## config.mk

```make
export PLATFORM = sky130hd
export DESIGN_NAME = deal_ctrl
export DESIGN_NICKNAME = d
export VERILOG_FILES = /design/src/rtl/deal_ctrl.sv
export SDC_FILE = /design/constraint.sdc
export NUM_CORES = 1
export LEC_CHECK = 0
export CORE_MARGIN = 10
export CORE_UTILIZATION = 35
export DETAILED_ROUTE_END_ITERATION = 10
export HOLD_SLACK_MARGIN = 0.05
export RECOVER_POWER = 100
export SYNTH_ARGS = -nofsm -noshare
export SYNTH_HDL_FRONTEND = slang
export SYNTH_SLANG_ARGS = --single-unit
```

## constraint.sdc

```tcl
create_clock -name clk_100m -period 2 [get_ports clk_100m]
set_input_delay 0.2 -clock clk_100m [delete_from_list [all_inputs] [get_ports clk_100m]]
set_output_delay 0.2 -clock clk_100m [all_outputs]
set_load 0.01 [all_outputs]
```

## src/rtl/deal_ctrl.sv

```systemverilog
// Game-round controller: deals four LFSR cards, keeps a BCD round count and a
// BCD countdown, and packs twelve display digits. Optional timer: DEAL_TIMER_EN.
module deal_ctrl #(
    parameter logic [15:0] SEED          = 16'h0001,
    parameter int          TICKS_PER_SEC = 100_000_000,
    parameter logic [7:0]  TIME_LIMIT    = 8'h60
) (
    input  logic        clk_100m,
    input  logic        rst,
    input  logic        deal,
    input  logic        solved,
    output logic [47:0] numbers_concat,
    output logic        playing,
    output logic        game_over
);

    typedef enum logic [1:0] {S_IDLE, S_DEAL, S_PLAY, S_OVER} state_t;

    state_t      r_state, w_state_next;
    logic [15:0] r_lfsr;
    logic        w_fb;
    logic [3:0]  w_cand;
    logic        w_valid;
    logic [7:0]  w_cand_bcd;
    logic [1:0]  r_cnt;
    logic [7:0]  r_pend [0:2];
    logic [31:0] r_hand;
    logic [7:0]  r_round, w_round_inc;
    logic        r_playing;
    logic        w_accept, w_publish, w_solve, w_restart;
    logic        w_expire;
    logic [7:0]  w_secs;

    assign w_fb       = r_lfsr[15] ^ r_lfsr[13] ^ r_lfsr[12] ^ r_lfsr[10];
    assign w_cand     = r_lfsr[3:0];
    assign w_valid    = (w_cand != 4'd0) && (w_cand <= 4'd13);
    assign w_cand_bcd = (w_cand >= 4'd10) ? {4'h1, w_cand - 4'd10} : {4'h0, w_cand};

    assign w_round_inc = (r_round[3:0] == 4'd9) ?
                         {((r_round[7:4] == 4'd9) ? 4'd0 : r_round[7:4] + 4'd1), 4'd0} :
                         {r_round[7:4], r_round[3:0] + 4'd1};

`ifdef DEAL_TIMER_EN
    localparam int PW = (TICKS_PER_SEC > 1) ? $clog2(TICKS_PER_SEC) : 1;
    localparam logic [PW-1:0] PRESC_MAX = PW'(TICKS_PER_SEC - 1);

    logic [PW-1:0] r_presc;
    logic [7:0]    r_secs, w_secs_dec;
    logic          w_tick;
    logic          r_game_over;

    assign w_tick     = (r_state == S_PLAY) && (r_presc == PRESC_MAX);
    assign w_secs_dec = (r_secs[3:0] == 4'd0) ? {r_secs[7:4] - 4'd1, 4'd9}
                                              : {r_secs[7:4], r_secs[3:0] - 4'd1};
    assign w_expire   = w_tick && (w_secs_dec == 8'h00);
    assign w_secs     = r_secs;
    assign game_over  = r_game_over;

    // Timer only runs in PLAY; it is frozen (at 00) in OVER and held in DEAL.
    always_ff @(posedge clk_100m) begin
        if (rst) begin
            r_presc     <= '0;
            r_secs      <= 8'h00;
            r_game_over <= 1'b0;
        end else begin
            r_game_over <= (w_state_next == S_OVER);
            if (w_publish) begin
                r_presc <= '0;
                r_secs  <= TIME_LIMIT;
            end else if (r_state == S_PLAY) begin
                r_presc <= w_tick ? '0 : r_presc + PW'(1);
                if (w_tick)
                    r_secs <= w_secs_dec;
            end
        end
    end
`else
    assign w_expire  = 1'b0;
    assign w_secs    = 8'h00;
    assign game_over = 1'b0;
`endif

    always_comb begin
        w_state_next = r_state;
        w_accept     = 1'b0;
        w_publish    = 1'b0;
        w_solve      = 1'b0;
        w_restart    = 1'b0;
        case (r_state)
            S_IDLE: if (deal) w_state_next = S_DEAL;
            S_DEAL: begin
                if (w_valid) begin
                    w_accept = 1'b1;
                    if (r_cnt == 2'd3) begin
                        w_publish    = 1'b1;
                        w_state_next = S_PLAY;
                    end
                end
            end
            S_PLAY: begin
                // A player action takes precedence over a coincident timeout.
                if (solved) begin
                    w_solve      = 1'b1;
                    w_state_next = S_DEAL;
                end else if (deal) begin
                    w_state_next = S_DEAL;
                end else if (w_expire) begin
                    w_state_next = S_OVER;
                end
            end
            S_OVER: begin
                if (deal) begin
                    w_restart    = 1'b1;
                    w_state_next = S_DEAL;
                end
            end
            default: w_state_next = S_IDLE;
        endcase
    end

    always_ff @(posedge clk_100m) begin
        if (rst) begin
            r_state   <= S_IDLE;
            r_lfsr    <= SEED;
            r_cnt     <= 2'd0;
            r_hand    <= 32'h0;
            r_round   <= 8'h00;
            r_playing <= 1'b0;
            for (int i = 0; i < 3; i++)
                r_pend[i] <= 8'h00;
        end else begin
            r_state   <= w_state_next;
            r_lfsr    <= {r_lfsr[14:0], w_fb};
            r_playing <= (w_state_next == S_PLAY);
            // First three cards wait in r_pend so the hand changes in one step.
            if (w_accept) begin
                if (w_publish) begin
                    r_hand <= {r_pend[0], r_pend[1], r_pend[2], w_cand_bcd};
                    r_cnt  <= 2'd0;
                end else begin
                    r_pend[r_cnt] <= w_cand_bcd;
                    r_cnt         <= r_cnt + 2'd1;
                end
            end
            if (w_solve)
                r_round <= w_round_inc;
            else if (w_restart)
                r_round <= 8'h00;
        end
    end

    assign numbers_concat = {r_hand, r_round, w_secs};
    assign playing        = r_playing;

endmodule
```

Word-level counts from Yosys, hierarchy flattened

Memories as Yosys holds them, arrays and structs flattened. A register that Yosys moved wholly into a read port is not among the register bits.
Cells that the tools add are included.

Register bits after elaboration: 61
Bits in writable memories: 15
Input port bits: 4
Output and inout port bits: 50
Word-level logic and storage cells: 62
Memories: 1

Add/subtract/negate cells: 4
$lt $le $gt $ge: 2
Equal/unequal tests: 8
Mux-type cells: 29
Bitwise logic cells: 3
Reduce and logical (&&, ||, !) cells: 8

Memories:

| memory | words | bits a word | read ports | clocked after memory_dff | write ports | RTL line | text |
|---|---|---|---|---|---|---|---|
| r_pend | 3     | 5           | 3          | 3                        | 3           | 26       | `logic [7:0] r_pend [0:2];` |

Operators by type and width:

| kind                                                  | number |
|---|---|
| 2-to-1 mux 8 bit                                      | 3 |
| 2-to-1 mux 1 bit                                      | 16 |
| 2-to-1 mux 2 bit                                      | 6 |
| 2-to-1 mux 5 bit                                      | 2 |
| adder 4 x 1 -> 4 bit, second input constant           | 2 |
| == test 2 bit, second input constant                  | 4 |
| == test 4 bit, second input constant                  | 2 |
| one-hot mux 2 bit (3 select lines)                    | 1 |
| OR reduction 5 bit                                    | 1 |
| >= comparator 4 bit, second input constant            | 1 |
| less-or-equal comparator 4 bit, second input constant | 1 |
| 2-to-1 mux 4 bit                                      | 1 |
| AND reduction 2 bit                                   | 2 |
| nonzero test 4 bit                                    | 1 |
| subtractor 4 bit, second input constant               | 1 |
| XOR 1 bit                                             | 3 |
| adder 2 x 1 -> 2 bit, second input constant           | 1 |
| == test 2 x 1 -> 1 bit, second input constant         | 1 |
| zero test 2 bit                                       | 1 |
| inequality test 2 x 1 -> 1 bit, second input constant | 1 |
| nonzero test 2 bit                                    | 1 |
| OR reduction 2 bit                                    | 1 |
| logical AND 1 bit                                     | 1 |

Depth between registers and ports, before layout

Depth in word-level cells: 10
Mapped depth: 8

Worst setup path after synthesis

Ideal clock, no wire load.

Kind: reg-to-reg
From: register r_lfsr[2]
To: memory r_pend[0][0] in the netlist's numbering, enable pin
Library setup time: 0.261 ns
Arrival: 1.535 ns
Data required time: 1.739 ns
Setup slack: 0.205 ns
Stages on the path, launching flop included: 6
Buffers on the path: 2
Cell sequence: dfxtp_1 > buf_6 > or4_4 > buf_2 > and3_1 > a21o_1

RTL lines:

| what                   | RTL line | text |
|---|---|---|
| from (decl)            | 20       | `logic [15:0] r_lfsr;` |
| from (signal assigned) | 133      | `r_lfsr <= {r_lfsr[14:0], w_fb};` |
| to (decl)              | 26       |  |

==> metrics <==
PortBufs 32; met2 Use GR 0.154; Multi-input gate area 1310 um^2; All-Layer GR Usage 0.102; RePlAce Congestion 0.769; hold crit path type input port to register; Final setup viols 0; Warnings, synthesis 0; clk sinks 64; Chip Height 113 um; Cell Rows 33; share of layout cells above drive strength 1 0.114; final total power 2.53 mW; Die Span X ~110 um; Fin. Hold Viols 0; Clock Skew 0.00637 ns; crit end category register; Worst-Margin Slew approximately 1.0 ns; Post-CTS Setup Inserts 0; Mapped Area 3020 um^2; Final Max Slew Viols 0; pwr dens 715 nW/um^2; Fin Setup TNS 0 ns; Area Growth Syn to Fin 17.5%; Leak 1.42 nW; GRT Max-Usage Layer met2; worst path required time 2.04 ns; I/O Pins 54; Worst-path clk slew ~0.06 ns; post-route ant nets 0; drt pass-1 iters 4; vias per cell between 4 and 5; via count around 2200; fill count 818; Iter 0 DRT Violations 116; max_cap viols 0; core area 8300 um^2; antenna violations before repair 0; clk_lat worst skew 0.35 ns; Synth Flop Type dfxtp_1; Max Fclk 546 MHz; grt total ovfl 0; ANT cells 0; # DRC 0; CTS max path bufs 2; hold_buf cts 0; flops & latches, synth between 60 and 70; Fin Hold WS 0.409 ns; Setup CP Type register to register; CTS tree done; CTS Root Cell clkbuf_8; CTS H-Tree Depth 3; Core Util, Final 0.427; VDD IR-drop max 0.000469 V; Final WS setup 0.170 ns; met3 GRT Util 0.0486; RSZ-0062 raised after global routing no; initial core utilization 0.363; largest net degree at the start of global routing 22; first-pass GRT wire length 10700 um; die area 12700 um^2; Placement Setup Slack 0.0920 ns; fin crit share 0.915; DR WL/cell roughly 14 um; distinct cell type count after synthesis 56; Seq/Total Area, Yosys 0.475; Rel. slew slack 0.319; crit path DAT roughly 1.9 ns; CP max FO 8; final wirelength 6280 um; Nets 343; number of global-route vias before repair around 2100; Seq. cell area 1430 um^2; TritonCTS Buffers 9; Mapped Cells 292; Critical Path Source Type register; post-DP HPWL 4360 um; Avg Synthesized Cell Area 10.3 um^2; global routing met1 resource utilization 0.121; Synth async-reset ratio 0; status completed; min cycle time layout 1.83 ns; EDFF count, synth 15
-- routing by layer --
metal  part of all wire  vias up
li1                   -     1085
met1               0.43     1013
met2               0.46       57
met3              0.082       17
met4              0.026        0
met5                  0        -
-- area by class of cell --
type,count,area share
well taps,105,0.0371
multi-input cells,181,0.369
clock inverters,3,0.00424
repair buffers,43,0.108
clock buffers,13,0.0477
flip-flops and latches,64,0.404
inverters,28,0.0297
-- worst paths after layout --
kind                            startpoint           end  slack, ns  cells past startpoint
worst min-delay path                   rst    r_round[1]       0.41                      2
worst max register to register  r_state[0]  r_pend[1][0]       0.17                      4
worst max-delay path            r_state[0]  r_pend[1][0]       0.17                      4
worst min register to register  r_lfsr[11]    r_lfsr[12]       0.44                      1
-- synth_stat cells, types with 8 or more instances --
library cell  number  area [um^2]
a311oi_1          15          131
a31o_2             8         70.1
buf_4             21          158
clkbuf_1           9         33.8
dfxtp_1           49          981
edfxtp_1          15          450
ha_1              12          150
inv_1             28          105
nor2_1            10         37.5
nor2b_1           18          113
nor4b_1            8         70.1
-- through the flow --
step                      instance area [um^2]  instances
after CTS                                 3550        437
after floorplan                           3090        312
after detailed placement                  3370        421
after global placement                    3370        421
final                                     3540        437
after global routing                      3540        437
-- critical path, cell delays in order, from the launching register on --
cell and delay, ns:
dfxtp_1 0.41, ha_2 0.28, nor2b_1 0.27, and3_1 0.30, a21o_1 0.27
-- power breakdown --
group / internal [mW] / switching [mW]
logic: 0.0503 / 0.111
registers: 1.35 / 0.0150
clock network: 0.543 / 0.468
total: 1.94 / 0.594
-- cell usage in the layout, fill, tap and decap left out, drive strengths merged, types with 7 or more instances in the layout --
master,instances
nor4b,8
ha,12
buf,7
edfxtp,15
nor2,10
dlygate4sd3,29
a311oi,15
dfxtp,49
clkbuf,18
inv,28
nand2,7
a31o,15
nor2b,18
conb,21
-- flip-flops by register name, summed over array words and instances, names as in the netlist --
register	count
r_cnt	2
numbers_concat	15
r_hand	5
playing	1
r_round	8
r_state	2
r_lfsr	16
r_pend	15
-- cells by family (layout without fill, tap and decap cells) --
kind of cell | after synthesis | in the layout | share of synthesized area
adder cells (fa/ha/maj) | 12 | 12 | 0.0498
flip-flops | 64 | 64 | 0.475
AO/OA/AOI/OAI | 66 | 66 | 0.176
XOR/XNOR | 3 | 3 | 0.00872
other | 1 | 21 | 0.00124
AND/OR/NAND/NOR | 73 | 73 | 0.151
multiplexers | 6 | 6 | 0.0212
buffers and inverters | 67 | 87 | 0.118
-- what timing repair did --
action,CTS,global route
endpoints found under the hold margin,0,0
endpoints found under the setup margin,0,41
gates resized for setup,0,3
Power figures use the tool's default switching activity.
